## config.mk

```make
export PLATFORM = sky130hd
export DESIGN_NAME = dds_sweep_ctrl_flat
export DESIGN_NICKNAME = d
export VERILOG_FILES = /design/src/rtl/dds_sweep_ctrl_pkg.sv /design/src/rtl/dds_sweep_ctrl_if.sv /design/src/rtl/dds_sweep_ctrl_dwell_timer.sv /design/src/rtl/dds_sweep_ctrl.sv /design/src/flat_wrapper.sv
export SDC_FILE = /design/constraint.sdc
export NUM_CORES = 1
export LEC_CHECK = 0
export BUFFER_PORTS_ARGS = -buffer_cell sky130_fd_sc_hd__clkbuf_2
export CAP_MARGIN = 20
export CORE_UTILIZATION = 40
export DETAILED_ROUTE_END_ITERATION = 12
export GPL_TIMING_DRIVEN = 0
export PLACE_DENSITY_LB_ADDON = 0.1
export SLEW_MARGIN = 10
export SYNTH_ARGS = -nofsm -noshare
export SYNTH_HDL_FRONTEND = slang
export SYNTH_SLANG_ARGS = --single-unit
```

## constraint.sdc

```tcl
create_clock -name sys_clk -period 12.3 [get_ports sys_clk]
set_input_delay 2.46 -clock sys_clk [delete_from_list [all_inputs] [get_ports sys_clk]]
set_output_delay 2.46 -clock sys_clk [all_outputs]
set_load 0.1 [all_outputs]
```

## src/rtl/dds_sweep_ctrl_pkg.sv

```systemverilog
// dds_pkg: shared DDS channel constants, sweep state encoding, wave-select codes and dwell helper.
package dds_pkg;
    localparam int FCW_W   = 32;
    localparam int DWELL_W = 24;
    localparam int FCLK_HZ = 24_000_000;
    localparam logic [FCW_W-1:0] RST_FCW = 32'd178957;
    typedef enum logic [1:0] {ST_IDLE, ST_RUN_UP, ST_RUN_DN, ST_DONE} sweep_state_t;
    typedef enum logic [2:0] {WAVE_IDLE, WAVE_SIN, WAVE_SQU, WAVE_TRI, WAVE_SAW} wave_sel_t;
    function automatic logic [DWELL_W-1:0] dwell_eff(input logic [DWELL_W-1:0] d);
        return (d == '0) ? DWELL_W'(1) : d;
    endfunction
endpackage

```

## src/rtl/dds_sweep_ctrl_if.sv

```systemverilog
// dds_sweep_ctrl_if: sweep configuration/control inputs and FCW/status outputs of one DDS channel.
interface dds_sweep_ctrl_if;
    import dds_pkg::*;
    logic               cfg_load;
    logic [FCW_W-1:0]   start_fcw;
    logic [FCW_W-1:0]   stop_fcw;
    logic [FCW_W-1:0]   step_fcw;
    logic [DWELL_W-1:0] dwell_cyc;
    logic               cont_mode;
    logic               bidir_mode;
    logic               sweep_en;
    logic [FCW_W-1:0]   fcw_out;
    logic               sweep_busy;
    logic               sweep_done;
    logic               phase_rst_n;
    modport master (
        output cfg_load, start_fcw, stop_fcw, step_fcw, dwell_cyc, cont_mode, bidir_mode, sweep_en,
        input  fcw_out, sweep_busy, sweep_done, phase_rst_n
    );
    modport slave (
        input  cfg_load, start_fcw, stop_fcw, step_fcw, dwell_cyc, cont_mode, bidir_mode, sweep_en,
        output fcw_out, sweep_busy, sweep_done, phase_rst_n
    );
endinterface

```

## src/rtl/dds_sweep_ctrl_dwell_timer.sv

```systemverilog
// dds_dwell_timer: loadable down-counter; o_tick is high while the count sits at zero.
module dds_dwell_timer
    import dds_pkg::*;
(
    input  logic               sys_clk,
    input  logic               sys_rst_n,
    input  logic               i_clr,
    input  logic               i_load,
    input  logic [DWELL_W-1:0] i_val,
    output logic               o_tick
);
    logic [DWELL_W-1:0] r_cnt;
    always_ff @(posedge sys_clk or negedge sys_rst_n) begin
        if (!sys_rst_n) r_cnt <= '0;
        else if (i_load) r_cnt <= i_val;
        else if (i_clr || r_cnt == '0) r_cnt <= '0;
        else r_cnt <= r_cnt - DWELL_W'(1);
    end
    assign o_tick = (r_cnt == '0);
endmodule

```

## src/rtl/dds_sweep_ctrl.sv

```systemverilog
// dds_sweep_ctrl: DDS FCW sweep sequencer with dwell, clamping and a phase-reset pulse per (re)start.
// DDS_SWEEP_BIDIR_EN adds the RUN_DN leg for triangle sweeps; without it only sawtooth sweeps exist.
module dds_sweep_ctrl
    import dds_pkg::*;
(
    input  logic            sys_clk,
    input  logic            sys_rst_n,
    dds_sweep_ctrl_if.slave bus
);
    sweep_state_t       r_state;
    logic [FCW_W-1:0]   r_fcw, r_start, r_stop, r_step;
    logic [DWELL_W-1:0] r_dwell;
    logic               r_cont, r_busy, r_done, r_prst_n, r_en_d, r_rise;
    logic               w_run, w_tick, w_load;
    logic [DWELL_W-1:0] w_dwell_m1;
    logic [FCW_W:0]     w_up;
    logic [FCW_W-1:0]   w_up_clamp;
`ifdef DDS_SWEEP_BIDIR_EN
    logic               r_bidir, w_dn_hit;
    logic [FCW_W:0]     w_dn;
    logic [FCW_W-1:0]   w_dn_clamp;
    assign w_dn       = {1'b0, r_fcw} - {1'b0, r_step};
    assign w_dn_hit   = w_dn[FCW_W] || (w_dn[FCW_W-1:0] <= r_start);
    assign w_dn_clamp = w_dn_hit ? r_start : w_dn[FCW_W-1:0];
`endif
    // 33-bit sum so a carry out of the FCW still clamps to stop instead of wrapping
    assign w_up       = {1'b0, r_fcw} + {1'b0, r_step};
    assign w_up_clamp = (w_up >= {1'b0, r_stop}) ? r_stop : w_up[FCW_W-1:0];
    assign w_run      = (r_state == ST_RUN_UP) || (r_state == ST_RUN_DN);
    assign w_load     = ((r_state == ST_IDLE) && r_rise) || (w_run && bus.sweep_en && w_tick);
    assign w_dwell_m1 = dwell_eff(r_dwell) - DWELL_W'(1);
    dds_dwell_timer u_timer (
        .sys_clk   (sys_clk),
        .sys_rst_n (sys_rst_n),
        .i_clr     (!w_run),
        .i_load    (w_load),
        .i_val     (w_dwell_m1),
        .o_tick    (w_tick)
    );
    always_ff @(posedge sys_clk or negedge sys_rst_n) begin
        if (!sys_rst_n) begin
            r_state  <= ST_IDLE;
            r_fcw    <= RST_FCW;
            r_busy   <= 1'b0;
            r_done   <= 1'b0;
            r_prst_n <= 1'b1;
            r_en_d   <= 1'b0;
            r_rise   <= 1'b0;
            r_start  <= RST_FCW;
            r_stop   <= RST_FCW;
            r_step   <= '0;
            r_dwell  <= DWELL_W'(1);
            r_cont   <= 1'b0;
`ifdef DDS_SWEEP_BIDIR_EN
            r_bidir  <= 1'b0;
`endif
        end else begin
            r_en_d   <= bus.sweep_en;
            r_rise   <= bus.sweep_en && !r_en_d;
            r_done   <= 1'b0;
            r_prst_n <= 1'b1;
            if (r_state == ST_IDLE) begin
                if (bus.cfg_load) begin
                    r_start <= bus.start_fcw;
                    r_stop  <= bus.stop_fcw;
                    r_step  <= bus.step_fcw;
                    r_dwell <= bus.dwell_cyc;
                    r_cont  <= bus.cont_mode;
`ifdef DDS_SWEEP_BIDIR_EN
                    r_bidir <= bus.bidir_mode;
`endif
                end
                if (r_rise) begin
                    r_state  <= ST_RUN_UP;
                    r_fcw    <= r_start;
                    r_busy   <= 1'b1;
                    r_prst_n <= 1'b0;
                end
            end else if (!bus.sweep_en || r_state == ST_DONE) begin
                r_state <= ST_IDLE;
                r_fcw   <= RST_FCW;
                r_busy  <= 1'b0;
            end else if (w_tick) begin
`ifdef DDS_SWEEP_BIDIR_EN
                if (r_state == ST_RUN_DN) begin
                    if (r_fcw <= r_start) begin
                        r_state <= ST_DONE;
                        r_busy  <= 1'b0;
                        r_done  <= 1'b1;
                    end else begin
                        r_fcw <= w_dn_clamp;
                        if (w_dn_hit && r_cont) begin
                            r_state  <= ST_RUN_UP;
                            r_prst_n <= 1'b0;
                        end
                    end
                end else if (r_fcw < r_stop) begin
                    r_fcw <= w_up_clamp;
                end else if (r_bidir) begin
                    r_fcw <= w_dn_clamp;
                    if (w_dn_hit && r_cont) r_prst_n <= 1'b0;
                    else r_state <= ST_RUN_DN;
                end else
`else
                if (r_fcw < r_stop) begin
                    r_fcw <= w_up_clamp;
                end else
`endif
                if (r_cont) begin
                    r_fcw    <= r_start;
                    r_prst_n <= 1'b0;
                end else begin
                    r_state <= ST_DONE;
                    r_busy  <= 1'b0;
                    r_done  <= 1'b1;
                end
            end
        end
    end
    assign bus.fcw_out     = r_fcw;
    assign bus.sweep_busy  = r_busy;
    assign bus.sweep_done  = r_done;
    assign bus.phase_rst_n = r_prst_n;
endmodule

```

## src/flat_wrapper.sv

```systemverilog
// flat-port wrapper written by rule: the top's interface ports become plain ports
module dds_sweep_ctrl_flat import dds_pkg::*;
  (sys_clk, sys_rst_n, bus_cfg_load, bus_start_fcw, bus_stop_fcw, bus_step_fcw, bus_dwell_cyc, bus_cont_mode, bus_bidir_mode, bus_sweep_en, bus_fcw_out, bus_sweep_busy, bus_sweep_done, bus_phase_rst_n);
  dds_sweep_ctrl_if bus_i ();
  input  logic sys_clk;
  input  logic sys_rst_n;
  input wire logic [$bits(bus_i.cfg_load)-1:0] bus_cfg_load;
  input wire logic [$bits(bus_i.start_fcw)-1:0] bus_start_fcw;
  input wire logic [$bits(bus_i.stop_fcw)-1:0] bus_stop_fcw;
  input wire logic [$bits(bus_i.step_fcw)-1:0] bus_step_fcw;
  input wire logic [$bits(bus_i.dwell_cyc)-1:0] bus_dwell_cyc;
  input wire logic [$bits(bus_i.cont_mode)-1:0] bus_cont_mode;
  input wire logic [$bits(bus_i.bidir_mode)-1:0] bus_bidir_mode;
  input wire logic [$bits(bus_i.sweep_en)-1:0] bus_sweep_en;
  output wire logic [$bits(bus_i.fcw_out)-1:0] bus_fcw_out;
  output wire logic [$bits(bus_i.sweep_busy)-1:0] bus_sweep_busy;
  output wire logic [$bits(bus_i.sweep_done)-1:0] bus_sweep_done;
  output wire logic [$bits(bus_i.phase_rst_n)-1:0] bus_phase_rst_n;
  assign bus_i.cfg_load = bus_cfg_load;
  assign bus_i.start_fcw = bus_start_fcw;
  assign bus_i.stop_fcw = bus_stop_fcw;
  assign bus_i.step_fcw = bus_step_fcw;
  assign bus_i.dwell_cyc = bus_dwell_cyc;
  assign bus_i.cont_mode = bus_cont_mode;
  assign bus_i.bidir_mode = bus_bidir_mode;
  assign bus_i.sweep_en = bus_sweep_en;
  assign bus_fcw_out = bus_i.fcw_out;
  assign bus_sweep_busy = bus_i.sweep_busy;
  assign bus_sweep_done = bus_i.sweep_done;
  assign bus_phase_rst_n = bus_i.phase_rst_n;
  dds_sweep_ctrl u_core (.sys_clk(sys_clk), .sys_rst_n(sys_rst_n), .bus(bus_i));
endmodule
```

==> impl_metrics.csv <==
group,metric,value,unit
clock_network,cts_made_buffers,17,
clock_network,cts_setup_buffers,0,
logic_synthesis,synth_edf_count,0,
sta,min_period_over_period,0.502,
logic_synthesis,yosysMostFrequentCell,"dfrtp_1",
sta,drv_slew,0,
clock_network,cts_resized,0,
sta,finClkSkew,0.0186,ns
setup_path,worstPathArrival,6.54,ns
floorplanning,rows,61,
place,portBuffers,159,
logic_synthesis,yosysSeqAreaShare,0.410,
setup_path,critPathMaxFanout,10,
sta,setup_tns,0,ns
sta,finalHoldViolations,0,
place,gp_congestion,0.861,
logic_synthesis,synth_top_cell_by_area,"dfrtp_1",
floorplanning,die_h,170,microns
final_layout,num-fill-cells,2718,
sta,finalSetupViolations,0,
setup_path,cp-end-kind,"flip-flop",
setup_path,cpMaxStageDelayCell,"clkbuf_1",
sta,worst-slew-pin-transition,0.892,ns
clock_network,cts_hold_buf,0,
detailed_routing,drc,0,
sta,fmax,162,MHz
clock_network,cts_max_path_buffers,2,
setup_path,critPathRequiredTime,12.66,ns
global_routing,grt_overflow,0,
floorplanning,core-area,0.0279,sq mm
final_layout,finalNetCount,1484,
clock_network,htree_levels,4,
clock_network,clk-insertion-delay-late,0.45,ns
logic_synthesis,netlist_top_cells_area,"dfrtp_1 (34%), mux2_2 (12%), ha_1 (11%), dfstp_2 (7.4%), xnor2_1 (3.7%)",
floorplanning,die_area,0.0290,sq mm
detailed_routing,via_per_inst,5.40,
logic_synthesis,syn_area,0.0113,sq mm
setup_path,worstSetupStartpointType,"flip-flop",
final_layout,areaGrowthSynthToFinish,16.7,%
global_routing,antenna_found_initial,0,
clock_network,cts.clk_slew.worst_paths,0.07,ns
floorplanning,start_util,0.407,
sta,rsz0062_at_grt,"no",
logic_synthesis,synthFlopType,"dfrtp_1",
logic_synthesis,ys_types,71,
setup_path,crit_path_max_incr_delay,0.66,ns
detailed_routing,dr.pass1.iters,5,
global_routing,grt_pass1_vias,8964,
detailed_routing,vias,8897,
setup_path,criticalPathCategory,"reg -> reg",
detailed_routing,post_drt_wl_per_cell,19.2,microns
logic_synthesis,syn_avg_cell_area,10.5,sq um
clock_network,cts_sinks,184,
floorplanning,ioPinCount,161,
place,place_hpwl,24000,microns
logic_synthesis,ys_seq_elements,184,
job,max_cap_violations,0,
worst_hold_path,hold_class,"reg -> reg",
clock_network,cts_tree,"done",
setup_path,cp_cell_sequence,"ha_1 > fa_1 > a211oi_2 > o21ai_1 > a32oi_2 > o211ai_2 > a211oi_2 > o311ai_1 > a31oi_1 > xnor2_1 > ha_1 > a211oi_1 > o21a_1 > o2111a_1 > o211ai_1 > nor2_1 > o21a_1 > clkbuf_1 > clkbuf_1 > nor3_1 > a21oi_1 > a21oi_1",
detailed_routing,initialDrtViolationCount,445,
clock_network,clockRootBuffer,"clkbuf_16",
sta,period_needed,6.18,ns
logic_synthesis,synthTopCellsByCount,"dfrtp_1 (152), mux2_2 (121), ha_1 (100), a21oi_1 (78), inv_1 (57)",
logic_synthesis,async_flop_share,1.00,
floorplanning,die-width,170,microns
global_routing,grt_pass1_wl,49600,microns
global_routing,track_usage,0.227,
logic_synthesis,synth_nets,1304,
detailed_routing,postRouteAntennaNets,0,
logic_synthesis,postSynthCellCount,1077,
detailed_routing,drt-total-wl,31700,microns
logic_synthesis,yosys.area.top_type_share,0.335,
sta,slew_headroom,0.405,
final_layout,diodes,0,
setup_path,ff2ff_setup_slack,6.12,ns
logic_synthesis,yosys_warnings,0,
global_routing,grt_max_degree,97,
run_status,status,"completed",
final_layout,drive_gt1_frac,0.303,
[through the flow]
step	std cells	utilization	setup slack [ns]	area [sq um]	hold WS [ns]
final	1648	0.475	6.12	13200	0.396
after global routing	1648	0.475	5.73	13200	0.431
after CTS	1648	0.475	6.19	13200	0.394
after detailed placement	1616	0.454	6.27	12700	0.382
after global placement	1614	0.453	5.13	12600	0.379
after floorplan	1077	-	7.36	11300	0.378
[routing by layer]
metal  part of all wire  vias up  track usage
li1                   -     4335            -
met1               0.47     4338        0.309
met2               0.46      192        0.370
met3              0.042       32       0.0379
met4              0.020        0       0.0654
met5                  0        -            0
[sequential cells by signal (all words and copies together), names as in the netlist, 2 cells and up]
signal,count
u_core.r_dwell,24
u_core.r_state,2
u_core.r_stop,32
u_core.r_step,32
u_core.u_timer.r_cnt,24
u_core.bus.fcw_out,32
u_core.r_start,32
[logic make-up after synthesis]
| logic type | count (synthesis) | synth area share |
|---|---|---|
| flip-flops | 184 | 0.410 |
| multiplexers | 122 | 0.121 |
| buffers and inverters | 94 | 0.0335 |
| XOR/XNOR | 69 | 0.0533 |
| adder cells (fa/ha/maj) | 101 | 0.112 |
| AND/OR/NAND/NOR | 226 | 0.102 |
| AO/OA/AOI/OAI | 281 | 0.168 |
[worst paths after layout]
check / startpoint / end / cells after the start
worst max-delay path: u_core.bus.fcw_out[0] / u_core.bus.fcw_out[2] / 22
worst min-delay path: u_core.r_en_d / u_core.r_rise / 1
worst max register to register: u_core.bus.fcw_out[0] / u_core.bus.fcw_out[2] / 22
worst min register to register: u_core.r_en_d / u_core.r_rise / 1
max in group asynchronous: sys_rst_n / u_core.bus.fcw_out[17] / 2
min in group asynchronous: sys_rst_n / u_core.r_stop[16] / 1
[critical path, delay by kind of cell, from the launching register on]
kind	cells	cell delay [ns]
DFF	1	0.39
AOI/OAI and AO/OA	14	3.01
adders and majority gates	3	0.99
xor gates and xnor gates	1	0.19
buffers and inverters	2	1.20
and+or+nand+nor	2	0.30
[layout make-up]
cell class              count  area [sq um]  share of cell area
clock inverters            13           136              0.0103
flip-flops and latches    184          4640               0.351
multi-input cells         799          6320               0.478
plain buffers              37           166              0.0126
inverters                  57           214              0.0162
well taps                 378           473              0.0357
clock buffers              19           443              0.0335
repair buffers            161           840              0.0634
[cells in the final DEF, fill, tap and decap left out, types with 5 or more instances in the layout]
cell type and n:
a31oi_1 5, a22o_1 9, nor3_1 40, nand2b_1 7, o211ai_1 5, or3_1 6
inv_1 57, dfstp_2 32, a21o_1 28, clkbuf_1 25, nand2_1 48, nor2_1 49
nor4_1 10, a21oi_1 78, o21a_1 13, o21bai_1 10, a221o_1 9, a211oi_1 6
nand3_1 15, o21ai_0 40, ha_1 100, xor2_1 21, clkbuf_16 17, mux2_2 121
nand4_1 18, xnor2_1 48, a22oi_1 11, nor2b_1 6, buf_2 10, o22ai_1 31
dfrtp_1 152, clkbuf_2 158
Power is not shown: default switching activity piles up to over one toggle a cycle in this logic, so the estimate is an artifact.
